**src/rtl/rvfi_check_sched_pkg.sv**
```systemverilog
// Shared types for the RVFI check scheduler.
// Contents:
//   state_t - scheduler state (IDLE, ARMED, DONE, ERROR)
//   ERR_*   - outcome codes reported on err
package rvfi_check_sched_pkg;

  typedef enum logic [1:0] {
    IDLE  = 2'd0,
    ARMED = 2'd1,
    DONE  = 2'd2,
    ERROR = 2'd3
  } state_t;

  localparam logic [1:0] ERR_NONE = 2'd0;
  localparam logic [1:0] ERR_TMO  = 2'd1;
  localparam logic [1:0] ERR_MISS = 2'd2;
  localparam logic [1:0] ERR_DUP  = 2'd3;

endpackage

```
**src/rtl/rvfi_chan_match.sv**
```systemverilog
// Per-channel comparison of retiring orders against the programmed target.
// Purely combinational.
// Ports:
//   rvfi_valid - per-channel retire valid
//   rvfi_order - per-channel order, channel i at [i*ORDER_W +: ORDER_W]
//   target     - order number being searched for
//   match      - channel retires exactly the target
//   late       - channel retires an order beyond the target (unsigned)
//   match_cnt  - number of matching channels
//   match_idx  - index of the lowest matching channel (0 if none)
module rvfi_chan_match
  import rvfi_check_sched_pkg::*;
#(
  parameter int NRET    = 1,
  parameter int ORDER_W = 64,
  parameter int CW      = $clog2(NRET) + 1
) (
  input  logic [NRET-1:0]         rvfi_valid,
  input  logic [NRET*ORDER_W-1:0] rvfi_order,
  input  logic [ORDER_W-1:0]      target,
  output logic [NRET-1:0]         match,
  output logic [NRET-1:0]         late,
  output logic [CW-1:0]           match_cnt,
  output logic [CW-1:0]           match_idx
);

  // Compare every channel, count the hits and priority-encode the lowest one.
  // The encoder walks from the top channel down so the lowest index wins.
  always_comb begin
    match     = '0;
    late      = '0;
    match_cnt = '0;
    match_idx = '0;
    for (int i = 0; i < NRET; i++) begin
      match[i] = rvfi_valid[i] && (rvfi_order[i*ORDER_W +: ORDER_W] == target);
      late[i]  = rvfi_valid[i] && (rvfi_order[i*ORDER_W +: ORDER_W] > target);
      if (match[i]) match_cnt = match_cnt + CW'(1);
    end
    for (int i = NRET - 1; i >= 0; i--) begin
      if (match[i]) match_idx = CW'(i);
    end
  end

endmodule

```
**src/rtl/rvfi_check_sched.sv**
```systemverilog
// Scheduler deciding in which cycle the per-instruction checker runs.
// Waits for the retirement whose order equals a programmed target, strobes the
// matching checker channel in that same cycle and reports the outcome.
// Ports:
//   clock, resetn  - clock, asynchronous active-low reset
//   cfg_start      - arm pulse (ignored while ARMED)
//   cfg_target     - target order, sampled on an accepted cfg_start
//   cfg_timeout    - cycle budget, sampled on an accepted cfg_start; 0 = none
//   rvfi_valid     - per-channel retire valid
//   rvfi_order     - per-channel order, channel i at [i*ORDER_W +: ORDER_W]
//   check          - one-hot, zero-latency checker strobe
//   busy / done    - in ARMED / in DONE
//   err            - 0 none, 1 timeout, 2 missed, 3 duplicate
//   chk_chan       - channel that was checked
//   retire_cnt     - retirements seen while ARMED, saturating
module rvfi_check_sched
  import rvfi_check_sched_pkg::*;
#(
  parameter int NRET    = 1,
  parameter int ORDER_W = 64,
  parameter int TMO_W   = 16
) (
  input  logic                      clock,
  input  logic                      resetn,
  input  logic                      cfg_start,
  input  logic [ORDER_W-1:0]        cfg_target,
  input  logic [TMO_W-1:0]          cfg_timeout,
  input  logic [NRET-1:0]           rvfi_valid,
  input  logic [NRET*ORDER_W-1:0]   rvfi_order,
  output logic [NRET-1:0]           check,
  output logic                      busy,
  output logic                      done,
  output logic [1:0]                err,
  output logic [$clog2(NRET):0]     chk_chan,
  output logic [15:0]               retire_cnt
);

  localparam int CW = $clog2(NRET) + 1;

  state_t             state_q, state_d;
  logic [ORDER_W-1:0] target_q;
  logic [TMO_W-1:0]   timer_q;
  logic [1:0]         err_q, err_d;
  logic [CW-1:0]      chan_q, chan_d;
  logic [15:0]        cnt_q;

  logic [NRET-1:0]    match, late;
  logic [CW-1:0]      match_cnt, match_idx;
  logic               armed, start_ok, single, multi, expire;
  logic [16:0]        valid_cnt, cnt_sum;

  rvfi_chan_match #(
    .NRET    (NRET),
    .ORDER_W (ORDER_W),
    .CW      (CW)
  ) u_match (
    .rvfi_valid (rvfi_valid),
    .rvfi_order (rvfi_order),
    .target     (target_q),
    .match      (match),
    .late       (late),
    .match_cnt  (match_cnt),
    .match_idx  (match_idx)
  );

  assign armed    = (state_q == ARMED);
  assign start_ok = cfg_start && !armed;
  // Comparing against 1 keeps the duplicate test meaningful when CW is 1 bit,
  // where it simply folds to zero for a single channel.
  assign single   = (match_cnt == CW'(1));
  assign multi    = (match_cnt > CW'(1));
  // A timer of 0 never reaches 1, so cfg_timeout=0 disables expiry.
  assign expire   = (timer_q == TMO_W'(1)) && !(|match) && !(|late);

  // The checker is combinational, so the strobe must be combinational too and
  // depends on the state register, dropping at once on an async reset.
  assign check      = (armed && single) ? match : '0;
  assign busy       = armed;
  assign done       = (state_q == DONE);
  assign err        = err_q;
  assign chk_chan   = chan_q;
  assign retire_cnt = cnt_q;

  // Number of channels retiring this cycle, widened so the saturating add
  // below can see the carry.
  always_comb begin
    valid_cnt = '0;
    for (int i = 0; i < NRET; i++) begin
      valid_cnt = valid_cnt + 17'(rvfi_valid[i]);
    end
    cnt_sum = {1'b0, cnt_q} + valid_cnt;
  end

  // Next-state logic. Outcomes out of ARMED are prioritised duplicate, match,
  // missed, timeout; a match therefore beats a late channel and a timer expiry
  // in the same cycle.
  always_comb begin
    state_d = state_q;
    err_d   = err_q;
    chan_d  = chan_q;
    case (state_q)
      ARMED: begin
        if (multi) begin
          state_d = ERROR;
          err_d   = ERR_DUP;
        end else if (single) begin
          state_d = DONE;
          chan_d  = match_idx;
        end else if (|late) begin
          state_d = ERROR;
          err_d   = ERR_MISS;
        end else if (expire) begin
          state_d = ERROR;
          err_d   = ERR_TMO;
        end
      end
      default: begin
        if (cfg_start) begin
          state_d = ARMED;
          err_d   = ERR_NONE;
          chan_d  = '0;
        end
      end
    endcase
  end

  // State, outcome and configuration registers. Target and timer are captured
  // only on an accepted arm; the timer counts down every ARMED cycle unless it
  // was programmed as 0.
  always_ff @(posedge clock or negedge resetn) begin
    if (!resetn) begin
      state_q  <= IDLE;
      err_q    <= ERR_NONE;
      chan_q   <= '0;
      target_q <= '0;
      timer_q  <= '0;
    end else begin
      state_q <= state_d;
      err_q   <= err_d;
      chan_q  <= chan_d;
      if (start_ok) begin
        target_q <= cfg_target;
        timer_q  <= cfg_timeout;
      end else if (armed && (timer_q != '0)) begin
        timer_q <= timer_q - TMO_W'(1);
      end
    end
  end

  // Retirement counter: cleared on arm, accumulates only while ARMED and
  // sticks at 0xFFFF once the sum carries out.
  always_ff @(posedge clock or negedge resetn) begin
    if (!resetn) begin
      cnt_q <= '0;
    end else if (start_ok) begin
      cnt_q <= '0;
    end else if (armed) begin
      cnt_q <= cnt_sum[16] ? 16'hFFFF : cnt_sum[15:0];
    end
  end

endmodule
```
**config.mk**
```make
export PLATFORM = sky130hd
export DESIGN_NAME = rvfi_check_sched
export DESIGN_NICKNAME = d
export VERILOG_FILES = /design/src/rtl/rvfi_check_sched_pkg.sv /design/src/rtl/rvfi_chan_match.sv /design/src/rtl/rvfi_check_sched.sv
export SDC_FILE = /design/constraint.sdc
export NUM_CORES = 1
export LEC_CHECK = 0
export BUFFER_PORTS_ARGS = -buffer_cell sky130_fd_sc_hd__buf_4
export CORE_ASPECT_RATIO = 1.2
export CORE_MARGIN = 4
export CORE_UTILIZATION = 35
export DETAILED_ROUTE_END_ITERATION = 7
export PLACE_DENSITY = 0.62
export SYNTH_ARGS = -nofsm -noshare
export SYNTH_HDL_FRONTEND = slang
export SYNTH_HIERARCHICAL = 1
export SYNTH_SLANG_ARGS = --single-unit
```
**constraint.sdc**
```tcl
create_clock -name clock -period 3.2 [get_ports clock]
set_input_delay 0.32 -clock clock [delete_from_list [all_inputs] [get_ports clock]]
set_output_delay 0.32 -clock clock [all_outputs]
set_load 0.03 [all_outputs]
```
==> impl.org <==
** Outcome
- The flow ran to the end, but the final reports show violations.
- The checks that failed: negative hold slack.

** Global route
- Residual overflow from global routing :: 0
- Global routing consumed, over all layers together, between 10% and 20% of the routing resources.
- Number of global-route vias before repair :: 5858
- Largest net degree at the start of global routing :: 64
- First-pass GRT wire length :: about 29000 um
- The number of antenna violations at the first check in global routing came to 0.

** Clock tree
- After clock tree synthesis, the clock-pin slew on the worst setup and hold paths is about 0.070 ns.
- Number of sinks handled by clock tree synthesis :: 101
- Hold buffer count at cts :: 0
- TritonCTS clock tree :: yes
- Number of buffers created by CTS :: 9
- Root buf cell :: clkbuf_16
- At the later pin of the worst-skew pair, clock insertion delay measures 0.35 ns.
- No sink is reached through more buffers than the 2 on the longest clock path.
- CTS HTree Levels :: 3

** Drt
- Vias per cell :: approximately 5
- In the final routed layout, each cell accounts on average for 15.5 um.
- The first detailed-routing pass took 5 iterations.
- Wires add up to 17600 um.
- The routed layout has between 5000 and 6000 vias.
- In this run the remaining antenna-violating nets after routing total 0.
- In this run, the number of DRC markers left after iteration 0 of detailed routing was about 310.
- DRC :: 0

** Yosys
- Summing every instance area after synthesis gives about 0.006 sq mm.
- Counting flops with an async set or reset pin after synthesis yields a share of 100%.
- Synthesis produced a netlist with a net count of approximately 960.
- Summed over its instances, the top area cell type makes up slightly above 40% of the synthesized netlist area.
- After synthesis, the netlist uses between 50 and 60 different library cells.
- In the synthesized netlist, the cells that appear most often are 231 x nand2_1, 101 x dfrtp_1, 73 x inv_1, 68 x ha_1, 42 x a21oi_1.
- A synthesized cell averages a little over 8 sq um.
- Sequential fraction of the synthesis area :: between 40 and 50%
- Total of flip-flops plus latches after synthesis :: just over 100
- Number of enable flip-flop cells after synthesis :: 0
- Among all cell types in the netlist, the one instantiated most often is nand2_1.
- For this run, the leading register cell type out of synthesis is dfrtp_1.
- Synthesis Warnings :: 6
- Summed over all instances, the cell type with the most area after synthesis is dfrtp_1.
- After synthesis, the cell types taking the most area are dfrtp_1 41%, nand2_1 14%, ha_1 14%, inv_1 4.4%, a21oi_1 3.4%.
- Synthesis produced a netlist whose cell count is around 750.

** STA
- Actual transition at the worst max-transition pin :: just over 0.8 ns
- Post-layout minimum cycle time :: between 3 and 4 ns
- Slew margin rel. :: between 40% and 50%
- The total count of hold-check failures in the final report is 8.
- Count of final max-slew check failures :: 0
- For this run, the top clock speed supported by timing is about 320 MHz.
- Of the available clock period, the critical path in the final layout requires between 90% and 100%.
- Fin worst setup slack :: ~0.053 ns
- In the final timing run, aggregate negative setup slack is 0 ns.
- Smallest hold slack :: -0.00964 ns
- Setup violations remaining at the end of the flow were counted as 0.
- Across the routed clock network, the largest skew measured is 0.0110 ns.
- Setup repair after global routing could not meet its margin everywhere.

** Layout
- Diode count :: 0
- Net count reported at finish :: 1130
- Final instance count without filler cells :: 1135
- Of the cells placed in the final design, the portion with a size suffix greater than 1 is between 20% and 30%.
- Relative to the synthesized area, the layout overhead comes to 31.5%.

** Placement
- Summed over all nets, the half-perimeter wirelength after detailed placement is approximately 13000 um.
- Prior to clock tree synthesis, the placed netlist has a worst setup slack of between 0.06 and 0.07 ns.
- Buffers on Ports :: about 170
- The number of placed instances, taps included, is around 1100.
- Final weighted congestion in routability-driven placement :: about 0.85

** Hold path
- The worst hold path belongs to the class in -> async.

** Critical path
- Kind of cell adding the most delay to the critical path :: simple AND/OR/NAND/NOR gates
- Reg-to-reg setup timing slack :: about 0.21 ns
- Measured in cells, the most critical reg-to-reg path has a length of 14.
- On the worst path, the slowest cell contributes a delay of roughly 0.46 ns.
- The number of buffers and inverters on the critical path is 3.
- Walking the worst path, the cells encountered are inv_2, ha_4, nand4_1, nor4_4, nand3_2, or4_4, nor3_2, buf_4, and3_4, buf_6.
- Worst r2r src :: target_q[42]
- Worst reg2reg path endpoint :: err[1]
- The critical path is of the reg -> out type.
- Along the worst path, the maximum fanout reaches 3.
- The worst setup path is captured at a primary output.
- Worst EP arrival :: around 2.8 ns
- Critical Path RT :: 2.88 ns
- Cell at the slowest stage of the critical path :: or4_4
- Startpoint kind of the worst setup timing path :: flop

** Job
- Max cap viols :: 0

** Power and ir drop
- Power spread over the standard cell area amounts to 709 mW/mm^2.
- IR Drop Worst-Case VDD :: ~0.27 mV
- Design Power :: around 5.8 mW
- Leakage power :: approximately 4.2 nW

** Floorplan
- The floorplan has 52 rows.
- From left edge to right edge, the die measures approximately 130 um.
- Core region area :: about 0.017 sq mm
- From bottom edge to top edge, the die measures around 150 um.
- For this design the top-level I/O count stands at between 150 and 200.
- The die covers a little under 0.02 sq mm.
- Starting density of the core :: ~36%
## what timing repair did
action                     4_1_cts  5_1_grt
buffers inserted                 1        3
resized for setup                5       10
pin swaps                        5        5
setup endpoints to repair        1        3
## worst max-delay path by stage
stage              startpoint     end  slack (ns)  cells past startpoint
2_1_floorplan    target_q[46]   check        0.44                      9
3_3_place_gp   rvfi_order[43]  err[1]        0.18                     13
3_5_place_dp   rvfi_order[57]  err[1]        0.06                     13
4_1_cts          target_q[63]  err[1]        0.04                     14
5_1_grt          target_q[40]   check        -0.1                     10
6_report         target_q[42]   check        0.05                     10
## sequential cells by signal, indices dropped and copies added (netlist names)
name,count
chk_chan,1
err,2
retire_cnt,16
state_q,2
target_q,64
timer_q,16
## worst reg2reg max path: cells and delay by family, from the launching register on
family | cells | cell delay [ns]
AND/OR/NAND/NOR | 8 | 1.70
flip-flops | 1 | 0.36
buffers and inverters | 3 | 0.32
AO/OA/AOI/OAI | 2 | 0.31
adder cells (fa/ha/maj) | 1 | 0.26
## cell usage in the layout, fill, tap and decap left out, drive strengths merged, types with 3 or more instances in the layout
cell type	instances
dfrtp	101
inv	74
a21o	7
and4	6
o211ai	4
nor2	26
o31a	3
o311ai	3
or3	4
nor4	7
or4	6
nand4	12
nand3	19
clkinv	5
and3	3
a22oi	4
nand2	231
nand2b	6
o21ai	31
a21oi	42
clkbuf	9
buf	182
o32ai	3
ha	68
a31oi	5
nor3	18
a211oi	6
nand3b	4
## through the flow
stage	instance area, sq um	utilization (%)
after floorplan	6170	-
after CTS	8040	47.0
final	8120	47.4
after detailed placement	7690	44.9
after global placement	7690	44.9
after global routing	8120	47.4
## cell families after synthesis
logic type	count (synthesis)	share of synthesized area [%]
flip-flops	101	41.0
adder cells (fa/ha/maj)	68	13.8
AND/OR/NAND/NOR	350	25.8
multiplexers	2	0.345
buffers and inverters	100	6.25
other	1	0.0608
AO/OA/AOI/OAI	126	12.8
## per-layer routing
layer  GRT usage, %  vias to the layer above  share of wire, %
li1               -                     2879                 -
met1           23.4                     2660                44
met2           31.1                      118                50
met3           2.06                       16               4.3
met4           5.75                        0               1.7
met5              0                        -                 0
## cell type report
| cell class | instances | area [sq um] |
|---|---|---|
| Clock inverter | 7 | 75.1 |
| Clock buffer | 9 | 225 |
| Timing Repair Buffer | 182 | 1380 |
| Fill cell | 1738 | 9000 |
| Inverter | 73 | 274 |
| Tap cell | 216 | 270 |
| Multi-Input combinational cell | 547 | 3360 |
| Sequential cell | 101 | 2530 |
## report_power, final
| part | switching [mW] | total [mW] | internal, mW | leakage [nW] |
|---|---|---|---|---|
| logic | 1.45 | 2.50 | 1.04 | 2.78 |
| clock network | 0.516 | 1.13 | 0.612 | 0.150 |
| registers | 0.343 | 2.13 | 1.79 | 1.26 |
| total | 2.31 | 5.76 | 3.44 | 4.19 |
Power figures use the tool's default switching activity.
